`config.mk`:
```
export PLATFORM = sky130hd
export DESIGN_NAME = fetch_stage
export DESIGN_NICKNAME = d
export VERILOG_FILES = /design/src/rtl/fetch_stage.sv
export SDC_FILE = /design/constraint.sdc
export NUM_CORES = 1
export LEC_CHECK = 0
export ABC_AREA = 1
export BUFFER_PORTS_ARGS = -buffer_cell sky130_fd_sc_hd__buf_2
export CORE_ASPECT_RATIO = 2
export CORE_MARGIN = 2
export CORE_UTILIZATION = 60
export CTS_BUF_LIST = sky130_fd_sc_hd__clkbuf_8
export CTS_CLUSTER_SIZE = 24
export DETAILED_ROUTE_END_ITERATION = 8
export PLACE_DENSITY_LB_ADDON = 0.05
export SLEW_MARGIN = 20
export SYNTH_ARGS = -nofsm -noshare
export SYNTH_HDL_FRONTEND = slang
export SYNTH_SLANG_ARGS = --single-unit
```
`constraint.sdc`:
```
create_clock -name clk -period 11 [get_ports clk]
set_clock_uncertainty 0.1 [all_clocks]
set_input_delay 1.1 -clock clk [delete_from_list [all_inputs] [get_ports clk]]
set_output_delay 1.1 -clock clk [all_outputs]
set_load 0.03 [all_outputs]
```
`src/rtl/fetch_stage.sv`:
```
// Instruction fetch stage: drives the instruction-memory request, tracks the
// fetch PC and loads the IF/ID pipeline register. Supports load-use stalls,
// branch/jump redirects (flush) and memories with wait states.
module fetch_stage #(
  parameter logic [31:0] RESET_PC  = 32'h0000_0000,
  parameter logic [31:0] NOP_INSTR = 32'h0000_0013
) (
  input  logic        clk,
  input  logic        reset,
  input  logic        PCwrite,
  input  logic        IF_IDwrite,
  input  logic        flush,
  input  logic [31:0] branch_target,
  output logic        imem_req,
  output logic [31:0] imem_addr,
  input  logic        imem_ready,
  input  logic [31:0] imem_rdata,
  output logic [31:0] pc,
  output logic [31:0] IF_IDpc,
  output logic [31:0] IF_IDinstr,
  output logic        IF_IDvalid
);

  typedef enum logic [1:0] {
    S_REQ   = 2'd0,  // request outstanding at pc_q
    S_HOLD  = 2'd1,  // fetched word buffered, waiting for stall to clear
    S_DRAIN = 2'd2   // in-flight word from before a redirect is discarded
  } state_e;

  state_e      state_q, state_d;
  logic [31:0] pc_q, pc_d;
  logic [31:0] ifid_pc_q, ifid_pc_d;
  logic [31:0] ifid_instr_q, ifid_instr_d;
  logic        ifid_valid_q, ifid_valid_d;
  logic [31:0] hold_q, hold_d;
  logic [31:0] drain_addr_q, drain_addr_d;

  logic advance;
  assign advance = PCwrite & IF_IDwrite;

  // State register.
  // NOTE: sequential state uses non-blocking (<=) so every register samples
  // the pre-edge values, independent of statement order.
  always_ff @(posedge clk or posedge reset) begin
    if (reset) state_q <= S_REQ;
    else       state_q <= state_d;
  end

  // Next-state decode; flush wins over stall in every state.
  // NOTE: the default assignment at the top keeps every path assigned, so no
  // latch is inferred.
  always_comb begin
    state_d = state_q;
    unique case (state_q)
      S_REQ: begin
        if (flush)                      state_d = imem_ready ? S_REQ : S_DRAIN;
        else if (imem_ready && !advance) state_d = S_HOLD;
      end
      S_HOLD: begin
        if (flush || advance) state_d = S_REQ;
      end
      S_DRAIN: begin
        // A flush here only retargets pc; the old request must still complete.
        if (imem_ready) state_d = S_REQ;
      end
      default: state_d = S_REQ;
    endcase
  end

  // Memory interface decoded from registered state only, so the request
  // address cannot glitch on imem_ready, PCwrite or flush.
  always_comb begin
    imem_req  = 1'b0;
    imem_addr = pc_q;
    unique case (state_q)
      S_REQ:   imem_req = 1'b1;
      S_DRAIN: begin
        imem_req  = 1'b1;
        imem_addr = drain_addr_q;
      end
      default: imem_req = 1'b0;
    endcase
  end

  // Datapath next values: pc, IF/ID, hold buffer, drain address.
  always_comb begin
    pc_d         = pc_q;
    ifid_pc_d    = ifid_pc_q;
    ifid_instr_d = ifid_instr_q;
    ifid_valid_d = ifid_valid_q;
    hold_d       = hold_q;
    drain_addr_d = drain_addr_q;
    if (flush) begin
      pc_d         = branch_target;
      ifid_pc_d    = branch_target;
      ifid_instr_d = NOP_INSTR;
      ifid_valid_d = 1'b0;
      hold_d       = '0;
      // Only a still-pending request needs its address kept for draining.
      if (state_q == S_REQ && !imem_ready) drain_addr_d = pc_q;
    end else begin
      unique case (state_q)
        S_REQ: begin
          if (imem_ready) begin
            if (advance) begin
              ifid_pc_d    = pc_q;
              ifid_instr_d = imem_rdata;
              ifid_valid_d = 1'b1;
              pc_d         = pc_q + 32'd4;
            end else begin
              hold_d = imem_rdata;
            end
          end else if (IF_IDwrite) begin
            ifid_pc_d    = pc_q;
            ifid_instr_d = NOP_INSTR;
            ifid_valid_d = 1'b0;
          end
        end
        S_HOLD: begin
          if (advance) begin
            ifid_pc_d    = pc_q;
            ifid_instr_d = hold_q;
            ifid_valid_d = 1'b1;
            pc_d         = pc_q + 32'd4;
          end
        end
        S_DRAIN: begin
          // Returned data is dropped; downstream only ever sees bubbles.
          if (IF_IDwrite) begin
            ifid_pc_d    = pc_q;
            ifid_instr_d = NOP_INSTR;
            ifid_valid_d = 1'b0;
          end
        end
        default: ;
      endcase
    end
  end

  // Datapath registers with asynchronous reset to the architectural reset state.
  always_ff @(posedge clk or posedge reset) begin
    if (reset) begin
      pc_q         <= RESET_PC;
      ifid_pc_q    <= RESET_PC;
      ifid_instr_q <= NOP_INSTR;
      ifid_valid_q <= 1'b0;
      hold_q       <= '0;
      drain_addr_q <= '0;
    end else begin
      pc_q         <= pc_d;
      ifid_pc_q    <= ifid_pc_d;
      ifid_instr_q <= ifid_instr_d;
      ifid_valid_q <= ifid_valid_d;
      hold_q       <= hold_d;
      drain_addr_q <= drain_addr_d;
    end
  end

  assign pc         = pc_q;
  assign IF_IDpc    = ifid_pc_q;
  assign IF_IDinstr = ifid_instr_q;
  assign IF_IDvalid = ifid_valid_q;

endmodule

```
==> metrics.md <==
| Metric | Value |
|---|---|
| Internal Power | `about 1.6 mW` |
| Switch share | `0.5310` |
| Fin crit share | `0.3495` |
| DR DRC count | `0` |
| Initial Utilization | `0.6098` |
| Vias | `approximately 11000` |
| Placer Congestion | `0.9037` |
| Final instance area | `roughly 11000 um^2` |
| Share of layout cells above drive strength 1 | `0.1813` |
| Clock buffer depth | `2` |
| Clock power share | `0.143` |
| Cells after Synth | `between 1000 and 1500` |
| Final core occ | `0.6984` |
| Nets | `roughly 1600` |
| R2r endpoint | `IF_IDinstr[4]` |
| Maximum operating frequency | `roughly 0.26 GHz` |
| Synth Cell Area | `9869 um^2` |
| DR iter-0 viols | `a little over 800` |
| Total Wirelength | `31560 um` |
| Nature of the critical path startpoint | `primary input` |
| Pleak | `~5.7 nW` |
| Reg power frac | `0.313` |
| Clock sinks | `approximately 160` |
| Insertion delay to the later sink of the worst-skew pair | `480 ps` |
| Met3 Track Usage GR | `0.05980` |
| Die width | `around 95 um` |
| Net Switching | `between 1.5 and 2 mW` |
| ANT cells | `0` |
| Post-cts resize count | `0` |
| Syn_nets | `about 1500` |
| Crit path DAT | `between 4000 and 5000 ps` |
| GRT overflow | `0` |
| Tightest Pin Transition | `1053 ps` |
| Number of global-route vias before repair | `10320` |
| Met2 usage | `0.6409` |
| Comb power frac | `0.544` |
| Global route hottest layer | `met2` |
| P per Cell Area | `around 290 nW/um^2` |
| HP Class | `reg -> reg` |
| FF+latch area | `just over 4000 um^2` |
| Port Buffer Count | `just under 200` |
| Max IR drop VDD | `roughly 0.16 mV` |
| Final setup vio count | `0` |
| Hold_ws | `about 390 ps` |
| Area growth, synth to finish | `14.53%` |
| Core area | `approximately 16000 um^2` |
| Drt pass-1 iters | `6` |
| Avg Inst Size Synth | `roughly 7 um^2` |
| Placed Area | `roughly 11000 um^2` |
| Synth Register Bits | `about 160` |
| Global-route usage over all layers | `0.3676` |
| Num CTS Buffers | `17` |
| First-pass GRT wire length | `around 50000 um` |
| Req. time, crit path | `around 11000 ps` |
| Setup tns final | `0 ps` |
| RSZ-0062 raised after global routing | `false` |
| Die Y | `185.4 um` |
| R2r startpoint | `state_q[1]` |
| CTS Root Cell | `clkbuf_8` |
| Max Cap Viol | `0` |
| Final Hold Fails | `0` |
| Vias per cell | `between 5 and 6` |
| Crit Path Class | `in -> reg` |
| CTS tree | `done` |
| Maximum number of pins on one net before global-route repair | `78` |
| GRT met1 Usage | `0.4019` |
| Distinct cells, synth | `32` |
| Wire per inst | `between 15 and 20 um` |
| Endpoint, Worst Hold | `IF_IDinstr[0]` |
| Die area | `about 18000 um^2` |
| H-tree depth | `4` |
| Run status | `finished, final reports clean` |
| Fin. max-slew vios | `0` |
| Rows | `66` |
| Filler Cell Count | `around 1500` |
| Overall Power | `3.328 mW` |
| Multi-input gate area | `roughly 4800 um^2` |
| DRT antenna net count | `0` |
| Post-synthesis sequential area ratio | `0.4137` |
| Hold depth | `2` |
| CP max FO | `67` |
| Hold path startpoint | `IF_IDinstr[0]` |
| Clk slew on worst S/H paths | `90 ps` |
| FF-to-FF path depth | `10` |
| Synth warn | `0` |
| Initial antenna violation count | `0` |
| Io pins | `200` |
| Hpwl dp | `~21000 um` |
| Clock period minus worst slack | `between 3000 and 4000 ps` |
| Max transition margin | `0.2970` |
| Setup Fix Bufs, Post-CTS | `0` |
| Worst setup EP type | `flop` |
| R2r setup slk | `7600 ps` |
| CTS Hold Buffers Added | `0` |
-- cell type report --
type | instances | area share
Tap cell | 204 | 0.02258
Clock inverter | 13 | 0.01406
Inverter | 160 | 0.05358
Sequential cell | 163 | 0.3612
Clock buffer | 19 | 0.02313
Multi-Input combinational cell | 1002 | 0.4256
Timing Repair Buffer | 215 | 0.09985
-- stage by stage --
step / instances / setup slack (ps)
detailed placement: 1743 / 6720
floorplan: 1415 / 5400
global placement: 1743 / 6763
CTS: 1775 / 7071
finish: 1776 / 7156
global route: 1776 / 6913
-- cell usage after synthesis (all sizes together) --
| cell type | instances | area, um^2 |
|---|---|---|
| a21boi | 5 | 37.54 |
| a21oi | 57 | 285.3 |
| a22o | 1 | 8.760 |
| a22oi | 1 | 7.510 |
| a31oi | 1 | 6.260 |
| a32o | 29 | 290.3 |
| and2 | 1 | 6.260 |
| buf | 48 | 239.0 |
| clkbuf | 42 | 157.7 |
| dfrtp | 160 | 4004 |
| dfstp | 3 | 78.83 |
| ha | 4 | 50.05 |
| inv | 160 | 600.6 |
| nand2 | 496 | 1884 |
| nand3 | 36 | 180.2 |
| nand4 | 3 | 18.77 |
| nor2 | 55 | 299.0 |
| o2111ai | 12 | 105.1 |
| o211ai | 23 | 172.7 |
| o21a | 4 | 30.03 |
| o21ai | 250 | 1255 |
| o22ai | 22 | 137.6 |
| o31ai | 2 | 15.01 |
-- power by group through the flow --
stage                     registers, mW  logic (mW)  clock network [mW]
final                              1.04        1.81               0.477
after global routing               1.07        1.98               0.503
after CTS                          1.04        1.80               0.479
after detailed placement           1.05        1.79                   0
after global placement             1.04        1.76                   0
after floorplan                    1.27        1.03                   0
-- worst max-delay path: stages --
cell and delay [ps]:
buf_2 80, buf_4 580, inv_2 610, nand3_1 310, o21ai_2 80, buf_4 240, nor2_4 680, nand2_1 230
nand2_1 120, nand2_1 50
-- state kept, by name, summed over array words and instances, names as in the netlist --
| name | count |
|---|---|
| IF_IDinstr | 32 |
| IF_IDpc | 32 |
| drain_addr_q | 32 |
| hold_q | 32 |
| pc | 32 |
| state_q | 2 |
| IF_IDvalid | 1 |
-- cells by family (layout without fill, tap and decap cells) --
| logic type | count (synthesis) | in the layout | share of synthesized area |
|---|---|---|---|
| AO/OA/AOI/OAI | 407 | 407 | 0.2382 |
| flip-flops | 163 | 163 | 0.4137 |
| adder cells (fa/ha/maj) | 4 | 4 | 0.005071 |
| AND/OR/NAND/NOR | 591 | 591 | 0.2420 |
| buffers and inverters | 250 | 407 | 0.1010 |
-- worst max-delay path by stage --
stage               slack, ps  cells after the start             end        from
floorplan                5400                      1  IF_IDinstr[10]       reset
global placement         6760                     10   IF_IDinstr[0]       flush
detailed placement       6720                     10   IF_IDinstr[4]       flush
CTS                      7070                     10   IF_IDinstr[1]  state_q[1]
global route             6910                     10   IF_IDinstr[4]       flush
finish                   7160                     10   IF_IDinstr[4]       flush
-- routing by layer --
layer | wire, um | vias to the layer above
met5 | 0 | -
met4 | 2029 | 0
met3 | 2265 | 137
met2 | 16480 | 527
met1 | 10790 | 4950
li1 | - | 4918
-- cells in the final DEF, fill, tap and decap left out, drive strengths merged --
cell      netlist  layout
nand2         496     496
o21ai         250     250
buf            48     215
inv           160     164
dfrtp         160     160
a21oi          57      57
nor2           55      55
nand3          36      36
a32o           29      29
o211ai         23      23
o22ai          22      22
clkbuf         42      19
o2111ai        12      12
a21boi          5       5
o21a            4       4
clkinvlp        0       4
ha              4       4
dfstp           3       3
nand4           3       3
bufinv          0       3
o31ai           2       2
clkinv          0       2
a22o            1       1
a22oi           1       1
a31oi           1       1
and2            1       1
Note: power is estimated with default switching activity, not from simulation.
